### config.mk
export PLATFORM = sky130hd
export DESIGN_NAME = fifo_sample_unpack
export DESIGN_NICKNAME = d
export VERILOG_FILES = /design/src/rtl/fifo_sample_unpack.sv
export SDC_FILE = /design/constraint.sdc
export NUM_CORES = 1
export LEC_CHECK = 0
export ABC_AREA = 1
export BUFFER_PORTS_ARGS = -buffer_cell sky130_fd_sc_hd__buf_2
export CAP_MARGIN = 40
export CORE_MARGIN = 1
export CORE_UTILIZATION = 30
export CTS_CLUSTER_DIAMETER = 100
export DETAILED_ROUTE_END_ITERATION = 8
export HOLD_SLACK_MARGIN = 0.06
export SYNTH_ARGS = -nofsm -noshare
export SYNTH_HDL_FRONTEND = slang
export SYNTH_SLANG_ARGS = --single-unit
### constraint.sdc
create_clock -name fifo_read_fifoclk -period 6.6 [get_ports fifo_read_fifoclk]
set_input_delay 0.33 -clock fifo_read_fifoclk [delete_from_list [all_inputs] [get_ports fifo_read_fifoclk]]
set_output_delay 0.33 -clock fifo_read_fifoclk [all_outputs]
set_load 0.05 [all_outputs]
### src/rtl/fifo_sample_unpack.sv
// Capture-FIFO byte reader: rebuilds 32-bit packed words, streams 10-bit samples.
// Optional clip counter is built when FIFO_UNPACK_CLIP_EN is defined.
module fifo_sample_unpack #(
    parameter int CNT_W      = 32,
    parameter int CLIP_CNT_W = 16
) (
    input  logic                  fifo_read_fifoclk,
    input  logic                  reset_n,
    input  logic                  start_i,
    input  logic                  abort_i,
    input  logic [CNT_W-1:0]      cfg_samples_i,
    input  logic                  fifo_read_fifoempty,
    output logic                  fifo_read_fifoen,
    input  logic [7:0]            fifo_read_data,
    output logic [9:0]            sample_o,
    output logic                  sample_valid_o,
    input  logic                  sample_ready_i,
    output logic                  sample_trig_o,
    output logic                  sample_last_o,
    output logic                  busy_o,
    output logic                  done_o,
    output logic                  trig_seen_o,
    output logic [CLIP_CNT_W-1:0] clip_count_o
);

    typedef enum logic [1:0] {S_IDLE, S_RUN, S_DONE} state_t;

    state_t             r_state;
    state_t             w_state_nxt;
    logic [CNT_W-1:0]   r_cfg;
    logic [CNT_W+1:0]   r_cover;
    logic [1:0]         r_strb_cnt;
    logic               r_inflight;
    logic [31:0]        r_asm;
    logic [2:0]         r_asm_cnt;
    logic [29:0]        r_buf;
    logic               r_buf_valid;
    logic [1:0]         r_buf_idx;
    logic [1:0]         r_buf_tidx;
    logic               r_tag_taken;
    logic [CNT_W-1:0]   r_emit;
    logic               r_trig_seen;

    logic               w_start;
    logic               w_valid;
    logic               w_xfer;
    logic               w_last;
    logic               w_fin;
    logic               w_buf_free;
    logic               w_move;
    logic [2:0]         w_occ;
    logic               w_quota;
    logic [9:0]         w_field;

    assign w_start    = start_i && !abort_i && (r_state == S_IDLE);
    assign w_valid    = (r_state == S_RUN) && r_buf_valid;
    assign w_xfer     = w_valid && sample_ready_i;
    assign w_last     = w_valid &&
                        (({1'b0, r_emit} + 1'b1) == {1'b0, r_cfg});
    assign w_fin      = w_xfer && w_last;
    assign w_buf_free = !r_buf_valid ||
                        (w_xfer && (r_buf_idx == 2'd2) && !w_last);
    assign w_move     = (r_state == S_RUN) && !abort_i &&
                        (r_asm_cnt == 3'd4) && w_buf_free;
    // Bytes already held plus the one still in the read pipeline.
    assign w_occ      = (w_move ? 3'd0 : r_asm_cnt) + {2'b00, r_inflight};
    // Quota tracked as samples covered by fully strobed words.
    assign w_quota    = r_cover < {2'b00, r_cfg};

    assign fifo_read_fifoen = (r_state == S_RUN) && !abort_i && !w_fin &&
                              !fifo_read_fifoempty && w_quota &&
                              (w_occ < 3'd4);

    always_comb begin
        w_field = r_buf[9:0];
        unique case (r_buf_idx)
            2'd1:    w_field = r_buf[19:10];
            2'd2:    w_field = r_buf[29:20];
            default: w_field = r_buf[9:0];
        endcase
    end

    assign sample_o       = w_valid ? w_field : 10'd0;
    assign sample_valid_o = w_valid;
    assign sample_trig_o  = w_valid && (r_buf_tidx == r_buf_idx);
    assign sample_last_o  = w_last;
    assign busy_o         = (r_state != S_IDLE);
    assign done_o         = (r_state == S_DONE) && !abort_i;
    assign trig_seen_o    = r_trig_seen;

    always_comb begin
        w_state_nxt = r_state;
        unique case (r_state)
            S_IDLE: begin
                if (w_start)
                    w_state_nxt = (cfg_samples_i == '0) ? S_DONE : S_RUN;
            end
            S_RUN: begin
                if (abort_i)
                    w_state_nxt = S_IDLE;
                else if (w_fin)
                    w_state_nxt = S_DONE;
            end
            S_DONE:  w_state_nxt = S_IDLE;
            default: w_state_nxt = S_IDLE;
        endcase
    end

    always_ff @(posedge fifo_read_fifoclk or negedge reset_n) begin
        if (!reset_n) begin
            r_state <= S_IDLE;
        end else begin
            r_state <= w_state_nxt;
        end
    end

    always_ff @(posedge fifo_read_fifoclk or negedge reset_n) begin
        if (!reset_n) begin
            r_cfg       <= '0;
            r_cover     <= '0;
            r_strb_cnt  <= '0;
            r_inflight  <= 1'b0;
            r_asm       <= '0;
            r_asm_cnt   <= '0;
            r_buf       <= '0;
            r_buf_valid <= 1'b0;
            r_buf_idx   <= '0;
            r_buf_tidx  <= 2'd3;
            r_tag_taken <= 1'b0;
            r_emit      <= '0;
            r_trig_seen <= 1'b0;
        end else if (w_start) begin
            r_cfg       <= cfg_samples_i;
            r_cover     <= '0;
            r_strb_cnt  <= '0;
            r_inflight  <= 1'b0;
            r_asm_cnt   <= '0;
            r_buf_valid <= 1'b0;
            r_buf_idx   <= '0;
            r_buf_tidx  <= 2'd3;
            r_tag_taken <= 1'b0;
            r_emit      <= '0;
            r_trig_seen <= 1'b0;
        end else begin
            if (fifo_read_fifoen) begin
                r_strb_cnt <= r_strb_cnt + 2'd1;
                if (r_strb_cnt == 2'd3)
                    r_cover <= r_cover + (CNT_W+2)'(3);
            end
            r_inflight <= fifo_read_fifoen;
            if (r_inflight) begin
                r_asm     <= {r_asm[23:0], fifo_read_data};
                r_asm_cnt <= (w_move ? 3'd0 : r_asm_cnt) + 3'd1;
            end else if (w_move) begin
                r_asm_cnt <= 3'd0;
            end
            if (w_move) begin
                r_buf       <= r_asm[29:0];
                r_buf_valid <= 1'b1;
                r_buf_idx   <= 2'd0;
                r_buf_tidx  <= (!r_tag_taken) ? r_asm[31:30] : 2'd3;
                r_tag_taken <= r_tag_taken || (r_asm[31:30] != 2'd3);
            end else if (w_xfer) begin
                r_buf_idx <= r_buf_idx + 2'd1;
                if (r_buf_idx == 2'd2)
                    r_buf_valid <= 1'b0;
            end
            if (w_xfer) begin
                r_emit <= r_emit + 1'b1;
                if (sample_trig_o)
                    r_trig_seen <= 1'b1;
            end
            // Leaving RUN drops any partial word and the in-flight byte.
            if ((r_state != S_RUN) || abort_i || w_fin) begin
                r_inflight  <= 1'b0;
                r_asm_cnt   <= '0;
                r_buf_valid <= 1'b0;
            end
        end
    end

`ifdef FIFO_UNPACK_CLIP_EN
    logic [CLIP_CNT_W-1:0] r_clip;

    always_ff @(posedge fifo_read_fifoclk or negedge reset_n) begin
        if (!reset_n) begin
            r_clip <= '0;
        end else if (w_start) begin
            r_clip <= '0;
        end else if (w_xfer && ((w_field == 10'h000) || (w_field == 10'h3FF))
                     && !(&r_clip)) begin
            r_clip <= r_clip + 1'b1;
        end
    end

    assign clip_count_o = r_clip;
`else
    assign clip_count_o = '0;
`endif

endmodule

==> impl_metrics.py, run 1 <==
metrics = {
    "floorplan": {
        "dieHeight_um": 187.6,
        "fp.dieW_um": 187.6,
        "row_count": 67,
        "dieArea_um2": 35190,
        "ioPinCount": 79,
        "start_util": 0.3066,
        "core_area_um2": 33700,
    },
    "worst_setup_path": {
        "critPathBufInv": 4,
        "cp_max_fo": 10,
        "path_cells": "inv_1, nor2_2, nand2_1, nor2_1, nand3_1, xnor3_1, nand3_1, nor2_1, nand2_1, nand2_2, clkinv_1, nor2_1, ha_1, inv_1, o211ai_1, and3_1, buf_2",
        "cpMaxStageDelayCell": "dfrtp_1",
        "required_ns": 6.27,
        "start_kind": "flip-flop",
        "path_depth": 17,
        "critical-path-max-stage-delay_ns": 0.42,
        "cp.arrival_ns": 4.30,
        "path_class": "flip-flop to output pin",
        "cpMostUsedCell": "nor2_1",
        "r2r_slack_ns": 2.19,
        "critPathCaptureType": "output pin",
        "rr_worst_depth": 19,
        "crit_family": "simple AND/OR/NAND/NOR gates",
    },
    "logic_synthesis": {
        "async_flop_share": 1.000,
        "synth-edff-count": 0,
        "synth_area_per_cell_um2": 7.466,
        "synth_top_area_share": 0.4190,
        "yosysWarnings": 0,
        "ys_top_cells_by_area": "dfrtp_1 (42%), nand2_1 (13%), nand3_1 (7.4%)",
        "yosysSeqAreaShare": 0.4241,
        "ys_ff_latch": 175,
        "yosys.area.top_type": "dfrtp_1",
        "synth_ff_type": "dfrtp_1",
        "syn_inst": 1384,
        "syn-cell-area_um2": 10330,
        "post_synth_num_cell_types": 50,
    },
    "power": {
        "p_switching_w": 0.0009571,
        "power_leakage_nw": 5.600,
        "clockPowerShare": 0.355,
        "combinationalPowerShare": 0.187,
        "p_int_w": 0.001902,
        "swShare": 0.3348,
        "ir_drop_mv": 0.1865,
        "power_density_nw_per_um2": 243.8,
        "pwr-share-seq": 0.459,
    },
    "sta": {
        "hold_violations": 0,
        "worstMarginPinSlew_ns": 0.7625,
        "slew-limit-headroom": 0.4870,
        "fmax_ghz": 0.2158,
        "finalSetupTns_ns": 0,
        "finalSetupViolCount": 0,
        "fin_worst_skew_ns": 0.01218,
        "rsz0062_at_grt": "no",
        "drv_slew": 0,
        "min_period_ns": 4.635,
        "post-route-period-util": 0.7022,
    },
    "route": {
        "ant_nets": 0,
        "vias": 9181,
        "firstDrtPassIters": 5,
        "route.detailed.wl_per_inst_um": 14.75,
        "viasPerCell": 4.855,
        "drcViolationCount": 0,
        "wl_um": 27900,
        "drt-initial-drc-count": 578,
    },
    "grt": {
        "grt_max_degree": 88,
        "grt_antenna_before_repair": 0,
        "grt_pass1_wl_um": 46040,
        "grt-ovfl-total": 0,
        "grt_pass1_vias": 8906,
        "grt_usage": 0.1637,
    },
    "final_layout": {
        "syn2layout_area_growth_pct": 13.47,
        "diodes": 0,
        "fin_nets": 1515,
        "drive_gt1_frac": 0.09356,
        "final_area_um2": 11720,
    },
    "cts": {
        "cts.clk_slew.worst_paths_ns": 0.08,
        "cts_buffer_depth": 2,
        "cts_setup_buffers": 0,
        "htree_levels": 4,
        "clkLatencyLatePin_ns": 0.44,
        "clock-sinks": 175,
        "post_cts_resize_count": 0,
        "tritoncts": "yes",
        "cts_inserted_buffers": 17,
        "clockRootBuffer": "clkbuf_16",
    },
    "placement": {
        "placed_cell_area_um2": 11120,
        "dpl.hpwl_um": 20420,
        "routabilityCongestion": 0.8890,
        "numPortBuffers": 62,
    },
    "hold_path": {
        "worstHoldPathType": "input pin to flip-flop",
        "holdPathStages": 3,
    },
    "run": {
        "maxCapViolCount": 0,
    },
    "outcome": {
        "status": "finished, final reports clean",
    },
}
==> synth_stat cells, types with 13 or more instances <==
| library cell | instances |
|---|---|
| nor4_1 | 13 |
| nand4_1 | 13 |
| xor2_1 | 23 |
| nor3_1 | 25 |
| nor2_1 | 115 |
| dfrtp_1 | 173 |
| buf_4 | 19 |
| nand2_1 | 369 |
| a21oi_1 | 50 |
| o21ai_0 | 109 |
| inv_1 | 155 |
| clkbuf_1 | 34 |
| ha_1 | 39 |
| o22ai_1 | 19 |
| nand3_1 | 153 |
==> worst register-to-register path: cells and delay by family, from the launching register on <==
kind / cells / cell delay, ns
and+or+nand+nor: 12 / 2.28
adders and majority gates: 1 / 0.23
DFF: 1 / 0.42
xor gates and xnor gates: 1 / 0.26
buffers and inverters: 4 / 0.76
AOI/OAI and AO/OA: 1 / 0.33
==> layer usage <==
layer / vias up / GRT usage / share of wire
met5: - / 0 / 0
met3: 26 / 0.02882 / 0.049
met4: 0 / 0.05034 / 0.015
li1: 4588 / - / -
met1: 4365 / 0.2271 / 0.48
met2: 202 / 0.2583 / 0.46
==> cell type report <==
class	instances	area (um2)
clock inverter	15	171.4
clock buffer	17	425.4
inverter	157	589.3
tap	448	560.5
multi-input combinational	1004	5101
fill	3551	21980
sequential	175	4382
timing repair buffer	75	494.2
==> timing repair <==
item	4_1_cts	5_1_grt
hold endpoints to repair	14	0
endpoints found under the setup margin	0	0
hold buffers	1	0
==> cells in the final DEF, fill, tap and decap left out, types with 13 or more instances in the layout <==
cell | netlist | layout
xor2_1 | 23 | 23
clkbuf_16 | 0 | 17
nor2_1 | 115 | 114
o21ai_0 | 109 | 109
nand4_1 | 13 | 13
nand2_1 | 369 | 368
dfrtp_1 | 173 | 173
inv_1 | 155 | 155
ha_1 | 39 | 39
buf_2 | 3 | 61
conb_1 | 1 | 16
nor3_1 | 25 | 25
nor4_1 | 13 | 13
o22ai_1 | 19 | 19
nand3_1 | 153 | 153
a21oi_1 | 50 | 50
==> stage by stage <==
stage          setup slack [ns]  utilization  instances  hold WS [ns]  total power [W]
6_report                  1.965       0.3479       1891        0.1106         0.002859
5_1_grt                   1.483       0.3479       1891        0.1038         0.003037
4_1_cts                   1.939       0.3479       1891       0.09034         0.002896
3_5_place_dp              2.238       0.3299       1858        0.1943         0.001868
3_3_place_gp              1.768       0.3262       1852        0.4602         0.001843
2_1_floorplan             2.986            -       1399       0.03441         0.001673
==> flip-flops by register name, indices dropped and copies added, names as in the netlist <==
signal       count
r_cover         34
r_asm           32
r_cfg           32
r_emit          32
r_buf           30
r_asm_cnt        3
r_buf_idx        2
r_buf_tidx       2
r_state          2
r_strb_cnt       2
r_buf_valid      1
r_inflight       1
r_tag_taken      1
trig_seen_o      1
==> power groups by stage <==
stage | clock (W) | combinational [W] | sequential [W]
floorplan | 0 | 0.000374 | 0.00130
global placement | 0 | 0.000513 | 0.00133
detailed placement | 0 | 0.000538 | 0.00133
CTS | 0.00105 | 0.000540 | 0.00131
global route | 0.00109 | 0.000618 | 0.00133
finish | 0.00101 | 0.000534 | 0.00131
==> path summary, 6_finish.rpt <==
kind,to,start
worst max-delay path,fifo_read_fifoen,r_emit[0]
worst min-delay path,r_cfg[0],cfg_samples_i[0]
worst max register to register,r_cover[28],r_emit[0]
worst min register to register,r_buf[25],r_asm[25]
max in group asynchronous,r_buf_tidx[1],reset_n
min in group asynchronous,r_cover[23],reset_n
==> cells by family after synthesis <==
| family | count (synthesis) | share of synthesized area |
|---|---|---|
| flip-flops | 175 | 0.4241 |
| adder cells (fa/ha/maj) | 39 | 0.04723 |
| buffers and inverters | 220 | 0.08864 |
| AND/OR/NAND/NOR | 717 | 0.3014 |
| multiplexers | 1 | 0.0009688 |
| XOR/XNOR | 34 | 0.03415 |
| other | 1 | 0.0003629 |
| AO/OA/AOI/OAI | 197 | 0.1032 |
Note: power is estimated with default switching activity, not from simulation.
==> inputs of run 2 (changes only) <==
- clock period: 6.6 -> 4.1 ns (I/O delays scaled with it)
==> impl_metrics.py, run 2 (synthesis gave the netlist of run 1 again) <==
metrics = {
    "hold_path": {
        "min-delay-start": "cfg_samples_i[17]",
        "worstHoldPathType": "input pin to flip-flop",
    },
    "route": {
        "drcViolationCount": 0,
        "vias": 9316,
        "drt-initial-drc-count": 633,
        "wl_met3_um": 1126,
        "wl_um": 28340,
        "met2RoutedLength_um": 13150,
        "met1_length_um": 13500,
        "top_layer": "met4",
        "route.detailed.wl_per_inst_um": 14.62,
        "viasPerCell": 4.805,
        "firstDrtPassIters": 6,
        "ant_nets": 0,
    },
    "power": {
        "power_leakage_nw": 5.827,
        "ir_drop_mv": 0.3227,
        "power_density_nw_per_um2": 377.8,
    },
    "run": {
        "maxCapViolCount": 0,
    },
    "cts": {
        "cts_inserted_buffers": 17,
        "clock-sinks": 175,
        "cts_buffer_depth": 2,
        "tritoncts": "yes",
        "htree_levels": 4,
        "clockRootBuffer": "clkbuf_16",
        "cts.clk_slew.worst_paths_ns": 0.08,
        "clkLatencyLatePin_ns": 0.45,
    },
    "final_layout": {
        "final_area_um2": 12220,
        "fin_nets": 1563,
        "top_register": "r_cover",
        "final_cell_mix": "nand2_1 (365), dfrtp_1 (173), inv_1 (155)",
        "largest_reg_flops": 34,
        "drive_gt1_frac": 0.1026,
        "diodes": 0,
        "syn2layout_area_growth_pct": 18.29,
        "final_common_cell": "nand2_1",
    },
    "worst_setup_path": {
        "cp_max_fo": 6,
        "critical-path-max-stage-delay_ns": 0.39,
        "critPathBufInv": 3,
        "start_kind": "flip-flop",
        "critPathCaptureType": "output pin",
        "cp-startpoint": "r_emit[0]",
        "path_cells": "ha_1, nand2_2, nor2_4, nand2_4, nor2_4, nand3_1, nand3_1, nand3_1, nor2_1, nand2_1, nor2_4, nand2_2, nand2_2, clkinv_1, nor2_1, ha_2, inv_1, o211ai_1, and3_4, buf_6",
        "cp.arrival_ns": 3.65,
        "required_ns": 3.89,
        "cpMaxStageDelayCell": "dfrtp_1",
        "worstReg2RegStart": "r_emit[0]",
        "crit_family": "simple AND/OR/NAND/NOR gates",
        "path_class": "flip-flop to output pin",
    },
    "placement": {
        "post-place-ws_ns": 0.1317,
        "routabilityCongestion": 0.9011,
        "dpl.hpwl_um": 19990,
        "numPortBuffers": 62,
        "placed_cell_area_um2": 11130,
    },
    "sta": {
        "drv_slew": 0,
        "finalSetupViolCount": 0,
        "fmax_ghz": 0.2591,
        "min_period_ns": 3.859,
        "worstMarginPinSlew_ns": 0.7414,
        "finalWorstSetupSlack_ns": 0.2411,
        "slew-limit-headroom": 0.5012,
        "hold_violations": 0,
        "post-route-period-util": 0.9412,
        "fin_worst_skew_ns": 0.01615,
    },
    "grt": {
        "grt-ovfl-total": 0,
        "grt_usage": 0.1635,
        "grt_pass1_vias": 8829,
        "grt_antenna_before_repair": 0,
        "grt_pass1_wl_um": 45840,
        "grt_max_degree": 77,
    },
    "floorplan": {
        "ioPinCount": 79,
        "dieHeight_um": 187.6,
        "fp.dieW_um": 187.6,
        "row_count": 67,
        "start_util": 0.3066,
        "core_area_um2": 33700,
        "dieArea_um2": 35190,
    },
    "outcome": {
        "status": "finished, final reports clean",
    },
}
==> run 2: area by class of cell <==
class                      instances  area, um2
inverter                         157      589.3
fill                            3494      21480
multi-input combinational       1004       5161
sequential                       175       4382
tap                              448      560.5
clock inverter                    15      143.9
clock buffer                      17      425.4
timing repair buffer             123      959.7
==> run 2: report_power, final <==
group	leakage, nW	switching [W]	internal [W]
clock network	0.272	0.000807	0.000806
registers	2.32	0.000147	0.00196
logic	3.24	0.000586	0.000309
total	5.83	0.00154	0.00308
==> run 2: worst paths after layout <==
path                               endpoint  slack [ns]  cells after the start
max in group asynchronous          r_cfg[3]        3.06                      3
min in group asynchronous        r_cover[8]        0.23                      2
hold reg to reg                   r_buf[26]        0.48                      2
hold / removal                    r_cfg[17]        0.07                      3
setup / recovery           fifo_read_fifoen        0.24                     20
setup reg to reg                r_cover[33]        0.35                     22
==> run 2: repair_timing <==
action,CTS,global route
hold endpoints to repair,73,0
setup endpoints to repair,1,36
hold buffers,41,0
setup buffers,1,4
gates resized for setup,2,16
pin swaps,1,5
==> run 2: worst min-delay path, cell delays in order <==
cell and delay (ns):
buf_2 0.09, nand2_1 0.09, o21ai_0 0.09
==> run 2: per-layer routing <==
metal	global-route usage	up-vias
met4	0.05378	0
met5	0	-
met3	0.02789	37
met2	0.2631	202
met1	0.2220	4392
li1	-	4685
==> run 2: per-stage QoR <==
step	TNS (ns)	utilization	std cells	hold WS (ns)	power, W
finish	0	0.3627	1939	0.07174	0.004617
global route	-0.05135	0.3627	1939	0.09870	0.004884
CTS	0	0.3599	1935	0.06600	0.004657
detailed placement	0	0.3304	1861	0.1569	0.002997
global placement	0	0.3274	1857	0.4311	0.002964
floorplan	0	-	1399	-0.09059	0.002693
==> inputs of run 3 (changes only) <==
- CORE_MARGIN: 1 -> 10
==> impl_metrics.py, run 3 (synthesis gave the netlist of run 1 again) <==
metrics = {
    "hold_path": {
        "holdPathStages": 5,
        "worstHoldPathType": "input pin to flip-flop",
    },
    "sta": {
        "fmax_ghz": 0.2582,
        "min_period_ns": 3.872,
        "hold_violations": 0,
        "drv_slew": 0,
        "post-route-period-util": 0.9445,
        "slew-limit-headroom": 0.4804,
        "finalSetupViolCount": 0,
        "hold_slack_ns": 0.1750,
        "worstMarginPinSlew_ns": 0.7785,
        "fin_worst_skew_ns": 0.009771,
    },
    "route": {
        "vias": 9396,
        "wl_um": 29470,
        "firstDrtPassIters": 6,
        "viasPerCell": 4.836,
        "ant_nets": 0,
        "route.detailed.wl_per_inst_um": 15.17,
        "drcViolationCount": 0,
        "drt-initial-drc-count": 783,
    },
    "worst_setup_path": {
        "rr_worst_depth": 23,
        "critical-path-max-stage-delay_ns": 0.39,
        "cpMostUsedCell": "nand2_2",
        "cpMaxStageDelayCell": "dfrtp_1",
        "critPathCaptureType": "output pin",
        "crit_family": "simple AND/OR/NAND/NOR gates",
        "path_depth": 21,
        "path_cells": "ha_2, nand2_2, nor2_4, nand2_2, nor2_4, nand2_1, nand2_1, and2_1, nor2_1, nor2_1, nand3_1, nor2_2, nand2_2, nand2_2, clkinv_1, nor2_1, ha_2, inv_1, o211ai_1, and3_4, buf_6",
        "critPathBufInv": 3,
        "cp.arrival_ns": 3.67,
        "start_kind": "flip-flop",
        "required_ns": 3.89,
        "cp_max_fo": 6,
        "path_class": "flip-flop to output pin",
    },
    "cts": {
        "cts_buffer_depth": 2,
        "cts.clk_slew.worst_paths_ns": 0.07,
        "tritoncts": "yes",
        "htree_levels": 4,
        "clockRootBuffer": "clkbuf_16",
        "clock-sinks": 175,
        "cts_inserted_buffers": 17,
        "clkLatencyLatePin_ns": 0.45,
    },
    "final_layout": {
        "top_register": "r_cover",
        "drive_gt1_frac": 0.1045,
        "final_common_cell": "nand2_1",
        "fin_nets": 1565,
        "regArea_um2": 4382,
        "final_cell_mix": "nand2_1 (365), dfrtp_1 (173), inv_1 (155)",
        "largest_reg_flops": 34,
        "multi_input_area_um2": 5166,
        "final_area_um2": 12240,
        "syn2layout_area_growth_pct": 18.42,
        "filler_cell_count": 3459,
    },
    "power": {
        "p_switching_w": 0.001550,
        "power_leakage_nw": 5.812,
        "p_total_w": 0.004636,
        "power_density_nw_per_um2": 378.9,
        "swShare": 0.3342,
        "pwr-share-seq": 0.454,
        "p_int_w": 0.003087,
        "combinationalPowerShare": 0.191,
        "clockPowerShare": 0.355,
        "ir_drop_mv": 0.3152,
    },
    "floorplan": {
        "fp.dieW_um": 205.6,
        "ioPinCount": 79,
        "core_area_um2": 33780,
        "start_util": 0.3058,
        "row_count": 67,
        "dieHeight_um": 205.6,
        "dieArea_um2": 42270,
    },
    "grt": {
        "grt_pass1_wl_um": 48090,
        "grt-ovfl-total": 0,
        "grt_usage": 0.1419,
        "grt_pass1_vias": 9229,
        "grt_antenna_before_repair": 0,
        "grt_max_degree": 85,
    },
    "placement": {
        "numPortBuffers": 62,
        "dpl.hpwl_um": 20760,
        "placed_cell_area_um2": 11090,
        "routabilityCongestion": 0.8910,
    },
    "run": {
        "maxCapViolCount": 0,
    },
    "outcome": {
        "status": "finished, final reports clean",
    },
}
## run 3: cell types whose count changed in the layout (fill, tap and decap cells not counted), sizes merged
cell | before | now
dlygate4sd3 | 41 | 42
buf | 82 | 83
clkinv | 6 | 5
diode | 0 | 2
inv | 163 | 164
## run 3: area by class of cell
cell class / instances / share of cell area
inverter: 157 / 0.04816
clock inverter: 15 / 0.01391
sequential: 175 / 0.3581
antenna: 2 / 0.0004090
clock buffer: 17 / 0.03477
tap: 448 / 0.04581
timing repair buffer: 125 / 0.07659
multi-input combinational: 1004 / 0.4222
## run 3: worst register-to-register path: stages (launching register included)
cell and delay, ns:
dfrtp_1 0.39, ha_2 0.22, nand2_2 0.09, nor2_4 0.27, nand2_2 0.13, nor2_4 0.17
nand2_1 0.07, nand2_1 0.07, and2_1 0.14, nor2_1 0.06, nor2_1 0.10, nand3_1 0.09
nor2_2 0.15, nand2_2 0.10, nand2_2 0.09, clkinv_1 0.08, nor2_1 0.12, ha_2 0.20
inv_1 0.04, o211ai_1 0.24, buf_4 0.18, nand3_2 0.11, nand2_4 0.34, a21boi_0 0.16
## run 3: worst paths after layout
path | endpoint | start | slack, ns
max in group asynchronous | r_emit[7] | reset_n | 2.72
hold reg to reg | r_buf[27] | r_asm[27] | 0.48
min in group asynchronous | r_cover[33] | reset_n | 0.36
hold / removal | r_state[1] | start_i | 0.18
setup / recovery | fifo_read_fifoen | r_emit[1] | 0.23
setup reg to reg | r_cover[33] | r_emit[1] | 0.35
## run 3: per-layer routing
metal	vias to the layer above	global-route usage	routed length, um
met5	-	0	0
met4	0	0.05540	674
met3	44	0.02894	1525
met2	256	0.2249	13740
met1	4399	0.1859	13540
li1	4697	-	-
## run 3: stage by stage
step | setup slack (ns) | instances | setup TNS, ns | utilization
after global placement | 0.3455 | 1858 | 0 | 0.3268
after floorplan | 0.5937 | 1399 | 0 | -
final | 0.2276 | 1943 | 0 | 0.3622
after detailed placement | 0.1768 | 1860 | 0 | 0.3282
after CTS | 0.009051 | 1935 | 0 | 0.3587
after global routing | -0.02432 | 1941 | -0.02432 | 0.3620
## run 3: power groups by stage
stage	logic (W)	registers, W	clock network, W
3_5_place_dp	0.000847	0.00213	0
5_1_grt	0.00103	0.00213	0.00176
3_3_place_gp	0.000823	0.00213	0
4_1_cts	0.000884	0.00210	0.00169
6_report	0.000884	0.00211	0.00165
2_1_floorplan	0.000601	0.00209	0
## run 3: what timing repair did
action	4_1_cts	5_1_grt
endpoints found under the setup margin	1	36
pin swaps	1	5
setup buffers	1	6
resized for setup	2	18
endpoints found under the hold margin	116	0
hold buffers	42	0
